===== config.mk =====
export PLATFORM = sky130hd
export DESIGN_NAME = if_id_fifo
export DESIGN_NICKNAME = d
export VERILOG_FILES = /design/src/rtl/if_id_fifo.sv
export SDC_FILE = /design/constraint.sdc
export NUM_CORES = 1
export LEC_CHECK = 0
export ABC_AREA = 1
export CORE_MARGIN = 4
export CORE_UTILIZATION = 47
export DETAILED_ROUTE_END_ITERATION = 7
export PLACE_DENSITY_LB_ADDON = 0.12
export SYNTH_ARGS = -nofsm -noshare
export SYNTH_HDL_FRONTEND = slang
export SYNTH_SLANG_ARGS = --single-unit
export TNS_END_PERCENT = 1

===== constraint.sdc =====
create_clock -name clk -period 8.1 [get_ports clk]
set_clock_uncertainty 0.15 [all_clocks]
set_input_delay 1.62 -clock clk [delete_from_list [all_inputs] [get_ports clk]]
set_output_delay 1.62 -clock clk [all_outputs]
set_load 0.05 [all_outputs]

===== src/rtl/if_id_fifo.sv =====
// Fetch-to-decode instruction buffer: circular queue of {PC, instruction} pairs
// with valid/ready handshakes on both sides and a single-cycle wrong-path flush.
module if_id_fifo #(
  parameter int              DEPTH = 4,
  parameter int              XLEN  = 32,
  parameter logic [XLEN-1:0] NOP   = 32'h0000_0013
) (
  input  logic                     clk,
  input  logic                     rst,
  input  logic                     flush,
  input  logic                     f_valid,
  input  logic [XLEN-1:0]          f_pc,
  input  logic [XLEN-1:0]          f_inst,
  output logic                     f_ready,
  output logic                     d_valid,
  output logic [XLEN-1:0]          d_pc,
  output logic [XLEN-1:0]          d_inst,
  input  logic                     d_ready,
  output logic [$clog2(DEPTH):0]   count
);

  localparam int AW = $clog2(DEPTH);
  localparam int PW = AW + 1;
  localparam logic [PW-1:0] FULL_CNT = PW'(DEPTH);

  logic [PW-1:0]   r_wr_ptr;
  logic [PW-1:0]   r_rd_ptr;
  logic [PW-1:0]   r_count;
  logic [XLEN-1:0] r_mem_pc   [DEPTH];
  logic [XLEN-1:0] r_mem_inst [DEPTH];

  logic            w_empty;
  logic            w_push;
  logic            w_pop;
  logic [AW-1:0]   w_wr_idx;
  logic [AW-1:0]   w_rd_idx;

  assign w_wr_idx = r_wr_ptr[AW-1:0];
  assign w_rd_idx = r_rd_ptr[AW-1:0];
  assign w_empty  = (r_wr_ptr == r_rd_ptr);

  // Ready depends only on occupancy, so a full buffer never passes a pop through.
  assign f_ready  = (r_count != FULL_CNT);
  assign d_valid  = ~w_empty & ~flush;
  assign w_push   = f_valid & f_ready & ~flush;
  assign w_pop    = d_valid & d_ready;

  assign d_pc     = w_empty ? '0  : r_mem_pc[w_rd_idx];
  assign d_inst   = w_empty ? NOP : r_mem_inst[w_rd_idx];
  assign count    = r_count;

  always_ff @(posedge clk or negedge rst) begin
    if (!rst) begin
      r_wr_ptr <= '0;
      r_rd_ptr <= '0;
      r_count  <= '0;
    end else if (flush) begin
      r_wr_ptr <= '0;
      r_rd_ptr <= '0;
      r_count  <= '0;
    end else begin
      if (w_push) r_wr_ptr <= r_wr_ptr + PW'(1);
      if (w_pop)  r_rd_ptr <= r_rd_ptr + PW'(1);
      case ({w_push, w_pop})
        2'b10:   r_count <= r_count + PW'(1);
        2'b01:   r_count <= r_count - PW'(1);
        default: r_count <= r_count;
      endcase
    end
  end

  // Storage is left unreset; stale contents are hidden by the empty mask above.
  always_ff @(posedge clk) begin
    if (w_push) begin
      r_mem_pc[w_wr_idx]   <= f_pc;
      r_mem_inst[w_wr_idx] <= f_inst;
    end
  end

endmodule

==> impl_metrics.json, run 1 <==
{
  "status": "finished, final reports clean",
  "pin_count": 138,
  "area_growth_pct": 23.5,
  "grt_pass1_wl_um": 34600,
  "synth_area_mm2": 0.0105,
  "r2r-end": "r_mem_inst[0][20]",
  "fin_crit_ns": 5.46,
  "routedWlPerCell_um": 17.9,
  "cts.clk_slew.worst_paths_ns": 0.06,
  "cts_buffer_depth": 3,
  "peakVddDrop_mv": 0.257,
  "ant_nets": 0,
  "cts_tree": "built",
  "max_freq_mhz": 183,
  "post_cts_buffers": 0,
  "criticalPathCategory": "flip-flop to output pin",
  "grt.overflow.total": 0,
  "fin_util": 0.593,
  "finalMaxSlewViolations": 0,
  "grt_max_degree": 73,
  "vias": 6511,
  "hold_violations": 0,
  "cp-startpoint": "r_rd_ptr[0]",
  "clk_latency_ns": 0.51,
  "grt_pass1_vias": 6360,
  "die_area_mm2": 0.0248,
  "ys_ff_latch": 265,
  "grt_usage": 0.178,
  "clock-root-buffer": "clkbuf_16",
  "cts_max_level": 1,
  "post-place-ws_ns": 3.12,
  "final.setup.worst_slack_ns": 2.64,
  "seq_area_frac_synth": 0.753,
  "rsz0062_at_grt": "false",
  "yosys_warnings": 0,
  "drt_pass1_iterations": 5,
  "port_buffers": 137,
  "endpoint": "d_inst[10]",
  "setup_viol": 0,
  "die_x_um": 158,
  "r2r_slack_ns": 5.17,
  "place_inst": 1205,
  "max_cap_viol_count": 0,
  "drive_gt1_frac": 0.0719,
  "slew_headroom": 0.267,
  "vias_per_cell": 5.19,
  "worstPathArrival_ns": 3.69,
  "end_kind": "output pin",
  "gp_congestion": 0.745,
  "power.density_mw_per_mm2": 360,
  "worst_pin_slew_ns": 1.10,
  "layout_worst_path_cycle_share": 0.675,
  "die_h_um": 158,
  "cts_made_buffers": 27,
  "dp_hpwl_um": 12100,
  "synth.avg_cell_area_um2": 12.7,
  "stdcell_count": 1255,
  "reg2reg_depth": 5,
  "nets": 1029,
  "worst-path-max-fanout": 72,
  "clock_sinks": 265,
  "synth.distinct_cells": 27,
  "drcViolationCount": 0,
  "cts_hold_buf": 0,
  "coreArea_mm2": 0.0219,
  "hold_slack_ns": 0.412,
  "required_ns": 6.33,
  "setup_tns_ns": 0,
  "netlist_instances": 827,
  "start_kind": "flip-flop",
  "antenna_found_initial": 1,
  "r2r_start": "count[0]",
  "cts_resized": 0,
  "drt-initial-drc-count": 378,
  "row_count": 54,
  "synth_nets": 902,
  "wl_um": 22500,
  "hp-class": "flip-flop to flip-flop",
  "start_util": 0.480,
  "p_leak_nw": 4.40
}
-- sequential cells by signal (all words and copies together), names as in the netlist --
register,flops
count,3
r_mem_inst,128
r_mem_pc,128
r_rd_ptr,3
r_wr_ptr,3
-- worst min path at each step --
stage,depth (start not counted),from,end
floorplan,2,r_wr_ptr[2],r_wr_ptr[2]
global placement,2,count[1],count[1]
detailed placement,2,r_wr_ptr[2],r_wr_ptr[2]
CTS,2,r_wr_ptr[2],r_wr_ptr[2]
global route,2,r_wr_ptr[2],r_wr_ptr[2]
finish,2,r_wr_ptr[2],r_wr_ptr[2]
-- synthesized netlist by cell type --
cell / number / share of area
inv_1: 9 / 0.0032
buf_2: 18 / 0.0086
nand3_1: 4 / 0.0019
nand4_2: 1 / 0.0012
xnor2_2: 1 / 0.0015
o221ai_1: 3 / 0.0025
dfrtp_1: 9 / 0.021
buf_6: 3 / 0.0032
nor2_2: 1 / 0.00060
nor2_1: 256 / 0.091
o21ai_2: 1 / 0.00083
clkbuf_1: 11 / 0.0039
fa_1: 1 / 0.0019
edfxtp_1: 256 / 0.73
xnor2_1: 2 / 0.0017
nand3_4: 2 / 0.0033
nand2_2: 3 / 0.0018
inv_2: 5 / 0.0018
buf_1: 7 / 0.0025
a21oi_1: 62 / 0.030
o22ai_1: 1 / 0.00060
a21oi_2: 1 / 0.00083
nand2_1: 22 / 0.0079
o21ai_0: 132 / 0.063
o21ai_1: 1 / 0.00048
ha_1: 5 / 0.0060
buf_4: 10 / 0.0071
-- layout by cell type, fill, tap and decap left out, types with 4 or more instances in the layout --
| cell | count |
|---|---|
| a21oi_1 | 62 |
| buf_4 | 10 |
| bufinv_16 | 5 |
| clkbuf_1 | 4 |
| clkbuf_16 | 27 |
| clkdlybuf4s50_1 | 137 |
| clkinv_1 | 6 |
| clkinv_2 | 7 |
| dfrtp_1 | 7 |
| edfxtp_1 | 256 |
| ha_1 | 5 |
| inv_1 | 9 |
| inv_2 | 4 |
| nand2_1 | 22 |
| nand3_1 | 4 |
| nor2_1 | 252 |
| nor2_4 | 4 |
| o21ai_0 | 132 |
-- area by class of cell --
type,count,area [µm²]
Antenna cell,1,2.50
Timing Repair Buffer,147,1450
Multi-Input combinational cell,499,2310
Clock buffer,31,691
Inverter,14,53.8
Sequential cell,265,7920
Tap cell,280,350
Clock inverter,18,210
Fill cell,1743,8910
-- worst max-delay path, stage by stage (launching register included) --
cell             delay [ns]
dfrtp_4                0.96
buf_4                  0.67
nor2_1                 0.11
nor2_1                 0.10
o21ai_0                0.10
a21oi_1                0.31
clkdlybuf4s50_1        0.87
-- per-layer routing --
layer | global-route usage | routed length [µm] | vias up
met5 | 0 | 0 | -
met1 | 0.248 | 9980 | 3107
met3 | 0.0280 | 1330 | 34
li1 | - | - | 3183
met2 | 0.296 | 10700 | 187
met4 | 0.0475 | 435 | 0
-- power by group --
group | internal [W] | switching [W]
Sequential | 0.00159 | 0.0000704
Combinational | 0.000517 | 0.00125
Clock | 0.000767 | 0.000484
Total | 0.00288 | 0.00180
-- through the flow --
stage / power (W) / cell area [µm²]
after detailed placement: 0.00347 / 12100
after CTS: 0.00472 / 13000
after floorplan: 0.00291 / 10500
after global placement: 0.00346 / 12100
final: 0.00468 / 13000
after global routing: 0.00489 / 13000
-- kinds of logic (layout without fill, tap and decap cells) --
kind of cell / Yosys count / after routing / share of synthesized area
AO/OA/AOI/OAI: 201 / 201 / 0.0976
XOR/XNOR: 3 / 3 / 0.00322
adder cells (fa/ha/maj): 6 / 6 / 0.00786
buffers and inverters: 63 / 210 / 0.0304
flip-flops: 265 / 265 / 0.753
other: 0 / 1 / 0
AND/OR/NAND/NOR: 289 / 289 / 0.108
(Power assumes the default switching activity.)
==> inputs of run 2 (changes only) <==
==> constraint.sdc (replaced) <==
create_clock -name clk -period 5.2 [get_ports clk]
set_clock_uncertainty 0.15 [all_clocks]
set_input_delay 1.04 -clock clk [delete_from_list [all_inputs] [get_ports clk]]
set_output_delay 1.04 -clock clk [all_outputs]
set_load 0.05 [all_outputs]
==> impl_metrics.json, run 2 (same netlist as run 1, synthesis figures left out) <==
{
  "dp_hpwl_um": 12700,
  "worstPathArrival_ns": 3.61,
  "clock-root-buffer": "clkbuf_16",
  "criticalPathCategory": "flip-flop to output pin",
  "cts_resized": 0,
  "nets": 1031,
  "slew_headroom": 0.269,
  "r2r_slack_ns": 2.69,
  "worst-path-max-fanout": 102,
  "setup_tns_ns": 0,
  "power_frac_comb": 0.391,
  "largestRegisters": "r_mem_inst x128, r_mem_pc x128",
  "power.density_mw_per_mm2": 557,
  "area_growth_pct": 23.5,
  "end_kind": "output pin",
  "cts_buffer_depth": 3,
  "setup_viol": 0,
  "cts_max_level": 1,
  "p_leak_nw": 4.42,
  "hold_violations": 0,
  "post_cts_buffers": 0,
  "wl_um": 23100,
  "cts.clk_slew.worst_paths_ns": 0.06,
  "antenna_found_initial": 1,
  "p_sw_w": 0.00284,
  "vias": 6535,
  "swShare": 0.392,
  "clkPwrFrac": 0.257,
  "die_area_mm2": 0.0248,
  "hold_slack_ns": 0.426,
  "grt_max_degree": 103,
  "die_h_um": 158,
  "rsz0062_at_grt": "false",
  "cts_made_buffers": 27,
  "whs_endpoint": "count[1]",
  "fin_crit_ns": 4.80,
  "die_x_um": 158,
  "start_util": 0.480,
  "required_ns": 4.01,
  "peakVddDrop_mv": 0.396,
  "final_common_cell": "edfxtp_1",
  "cts_tree": "built",
  "row_count": 54,
  "max_freq_mhz": 208,
  "start_kind": "flip-flop",
  "diodes": 0,
  "min-delay-start": "count[1]",
  "grt_usage": 0.185,
  "status": "finished, final reports clean",
  "ant_nets": 0,
  "clk_latency_ns": 0.52,
  "final_cell_mix": "edfxtp_1 (256), nor2_1 (252), o21ai_0 (132), clkdlybuf4s50_1 (128), a21oi_1 (62)",
  "p_seq_frac": 0.352,
  "worst_pin_slew_ns": 1.10,
  "coreArea_mm2": 0.0219,
  "routedWlPerCell_um": 18.4,
  "hold-path-cell-count": 2,
  "vias_per_cell": 5.21,
  "pin_count": 138,
  "reg2reg_depth": 9,
  "drt_pass1_iterations": 4,
  "max_cap_viol_count": 0,
  "r2r_start": "r_rd_ptr[1]",
  "gp_congestion": 0.700,
  "grt.overflow.total": 0,
  "clock_sinks": 265,
  "cts_hold_buf": 0,
  "drt-initial-drc-count": 400,
  "p_int_w": 0.00440,
  "grt_pass1_vias": 6448,
  "port_buffers": 137,
  "r2r-end": "r_rd_ptr[1]",
  "drive_gt1_frac": 0.0810,
  "hp-class": "flip-flop to flip-flop",
  "finalMaxSlewViolations": 0,
  "grt_pass1_wl_um": 35800,
  "drcViolationCount": 0,
  "layout_worst_path_cycle_share": 0.924
}
==> run 2: power groups by stage <==
stage	Combinational [W]	Clock (W)	Sequential [W]
5_1_grt	0.00303	0.00198	0.00256
3_3_place_gp	0.00285	0	0.00259
6_report	0.00283	0.00186	0.00255
4_1_cts	0.00287	0.00189	0.00255
2_1_floorplan	0.00195	0	0.00259
3_5_place_dp	0.00285	0	0.00259
==> run 2: how the worst max path moves through the flow <==
stage / from / end / cells past startpoint
3_3_place_gp: r_rd_ptr[0] / d_pc[5] / 6
4_1_cts: r_rd_ptr[0] / d_pc[13] / 6
2_1_floorplan: flush / r_mem_inst[0][0] / 3
5_1_grt: r_rd_ptr[0] / d_inst[18] / 6
6_report: r_rd_ptr[0] / d_inst[14] / 6
3_5_place_dp: r_rd_ptr[0] / d_inst[17] / 6
==> run 2: stage by stage <==
step / area [µm²] / util / power [W] / setup WS [ns] / cells
after floorplan: 10500 / - / 0.00454 / 0.511 / 827
after global placement: 12100 / 0.554 / 0.00544 / 0.965 / 1207
after detailed placement: 12100 / 0.554 / 0.00545 / 0.939 / 1207
after CTS: 13000 / 0.593 / 0.00731 / 0.351 / 1255
after global routing: 13000 / 0.593 / 0.00757 / 0.116 / 1255
final: 13000 / 0.593 / 0.00723 / 0.395 / 1255
==> run 2: critical path: stages, from the launching register on <==
cell and delay, ns:
dfrtp_4 0.69, buf_4 0.91, nor2_1 0.13, nor2_1 0.12, o21ai_0 0.08, a21oi_1 0.25, clkdlybuf4s50_1 0.86
==> run 2: final cells by class <==
| class | count | area (µm²) |
|---|---|---|
| clock inverter | 16 | 151 |
| fill | 1758 | 8910 |
| inverter | 14 | 53.8 |
| clock buffer | 32 | 694 |
| tap | 280 | 350 |
| timing repair buffer | 149 | 1500 |
| sequential | 265 | 7920 |
| multi-input combinational | 499 | 2310 |
==> run 2: layer usage <==
layer  global-route usage  share of wire  up-vias
li1                     -              -     3192
met1                0.252           0.44     3150
met2                0.314           0.49      158
met3               0.0346          0.059       33
met4               0.0385          0.015        2
met5                    0        0.00056        -
==> edit, RTL diff (flow settings as in run 2) <==
`DEPTH`: 4 -> 8.
--- a/src/rtl/if_id_fifo.sv
+++ b/src/rtl/if_id_fifo.sv
@@ -2,5 +2,5 @@
 // with valid/ready handshakes on both sides and a single-cycle wrong-path flush.
 module if_id_fifo #(
-  parameter int              DEPTH = 4,
+  parameter int              DEPTH = 8,
   parameter int              XLEN  = 32,
   parameter logic [XLEN-1:0] NOP   = 32'h0000_0013
Ports: changed (resized count); port bits go from 138 to 139. The function was not compared with the original's and may differ.
==> edit against run 2 <==
Area after synthesis up 96%; power up 55%; critical path depth unchanged; first-iteration DRC count rose to 2.6 times the old value; maximum frequency up 0.12%; core utilization down 3.5 points; sequential cell count up 259; die area up 90%; count of clock-buffer cells in the layout up 39; wire length up 110%; largest cell class unchanged; synthesized cell count up 89%; setup slack better by 0.0056 ns; design area up 86%.
==> edit: results (changes against run 2) <==
- Post-Synth Adder-Cell Area: 0.00243 (-0.00543)
- M1 WL: 21,100 um (+110%)
- Reg2reg path depth: 13 (+4)
- Hpwl dp: 24,800 um (+96%)
- Top post-synthesis cells by count: edfxtp_1, nor2_1, o21ai_0
- Reg-to-Reg Start: r_rd_ptr[0]
- Hold Crit Start: count[0]
- Worst Hold Path EP: count[0]
- Internal: 7.60 mW (+73%)
- Max stage delay on crit path: 0.83 ns (-0.08 ns)
- CTS max path bufs: 3 (unchanged)
- Placed Cells: 2,204 (+83%)
- Dpl ws: 1.02 ns (+0.0757 ns)
- R2R setup slack: 2.00 ns (-0.69 ns)
- Drt first-iter violations: 1,051 (+160%)
- EDFF count, synth: 512 (+100%)
- Worst skew pair latency: 0.59 ns (+0.07 ns)
- Max IR drop VDD: 0.000305 V (-23%)
- Dpl cell area: 22,400 um2 (+85%)
- Via count: 12.8k (+97%)
- I/O Buffers: 138 (+0.73%)
- Synth cell types: 32 (+19%)
- Async SR Flop Fraction: 0.0229 (-0.0111)
- Worst-path maximum fanout: 50 (-51%)
- Met3 routed WL: 2630 um (+94%)
- Nets: 1,748 (+70%)
- Top Registers: r_mem_inst x256, r_mem_pc x256
- Avg Vias per Cell: 5.59 (+7.3%)
- R2R Path End: count[3]
- Compound-Gate Fraction of Synth Area: 0.121 (+0.0231)
- Syn Nets: 1,633 (+81%)
- Gpl congestion: 0.765 (+9.3%)
- Hold depth: 1 (-1)
- Top post-synthesis cells by area: edfxtp_1, nor2_1, o21ai_0, o22ai_1, a31oi_1
- Filler cells: 3,579 (+100%)
- Pin count of the biggest net entering global routing: 163 (+58%)
- Total track usage: 0.202 (+0.0174)
- P_sw: 3.59 mW (+26%)
- Slowest cell on crit path: clkdlybuf4s50_1
- Post-Syn Area per Cell: 13.2 um2 (+3.8%)
- Hold slack final: 0.422 ns (-0.00350 ns)
- Slew @ Worst Pin: 0.903 ns (-0.194 ns)
- Seq power: 4.84 mW (+90%)
- Drt first pass iters: 4 (unchanged)
- Share of cells above drive strength 1: 0.110 (+0.0287)
- First-pass GRT wire length: 74,700 um (+110%)
- Register area share after synthesis: 0.762 (+0.00882)
- Status: completed
- H-tree depth: 2 (+1)
- Fraction of synthesized cell area in xor and xnor cells: 0.00128 (-0.00194)
- Comb pwr share: 0.245 (-0.146)
- Number of buffers created by CTS: 54 (+100%)
- Drt total wl: 48,200 um (+110%)
- Pleak: 8.00 nW (+81%)
## edit: cell type report
cell class / count / area (um2) / share of cell area
sequential: 524 / 15700 / 0.651
clock inverter: 24 / 170 / 0.00707
clock buffer: 71 / 1480 / 0.0614
timing repair buffer: 165 / 1560 / 0.0646
multi-input combinational: 914 / 4390 / 0.182
tap: 585 / 732 / 0.0304
inverter: 16 / 70.1 / 0.00291
## edit: how the worst max path moves through the flow
stage / from / end / slack (ns) / cells past startpoint
global route: r_rd_ptr[0] / d_inst[1] / 0.23 / 6
finish: r_rd_ptr[0] / d_inst[1] / 0.40 / 6
detailed placement: r_rd_ptr[0] / d_inst[1] / 1.02 / 6
CTS: r_rd_ptr[0] / d_inst[1] / 0.35 / 6
floorplan: count[0] / r_mem_inst[0][0] / 0.20 / 6
global placement: r_rd_ptr[0] / d_inst[1] / 0.97 / 6
## edit: metal layers
layer  vias up  GRT usage
met4         2     0.0681
met5         -          0
met1      6405      0.278
met2       358      0.332
li1       5996          -
met3        84     0.0328
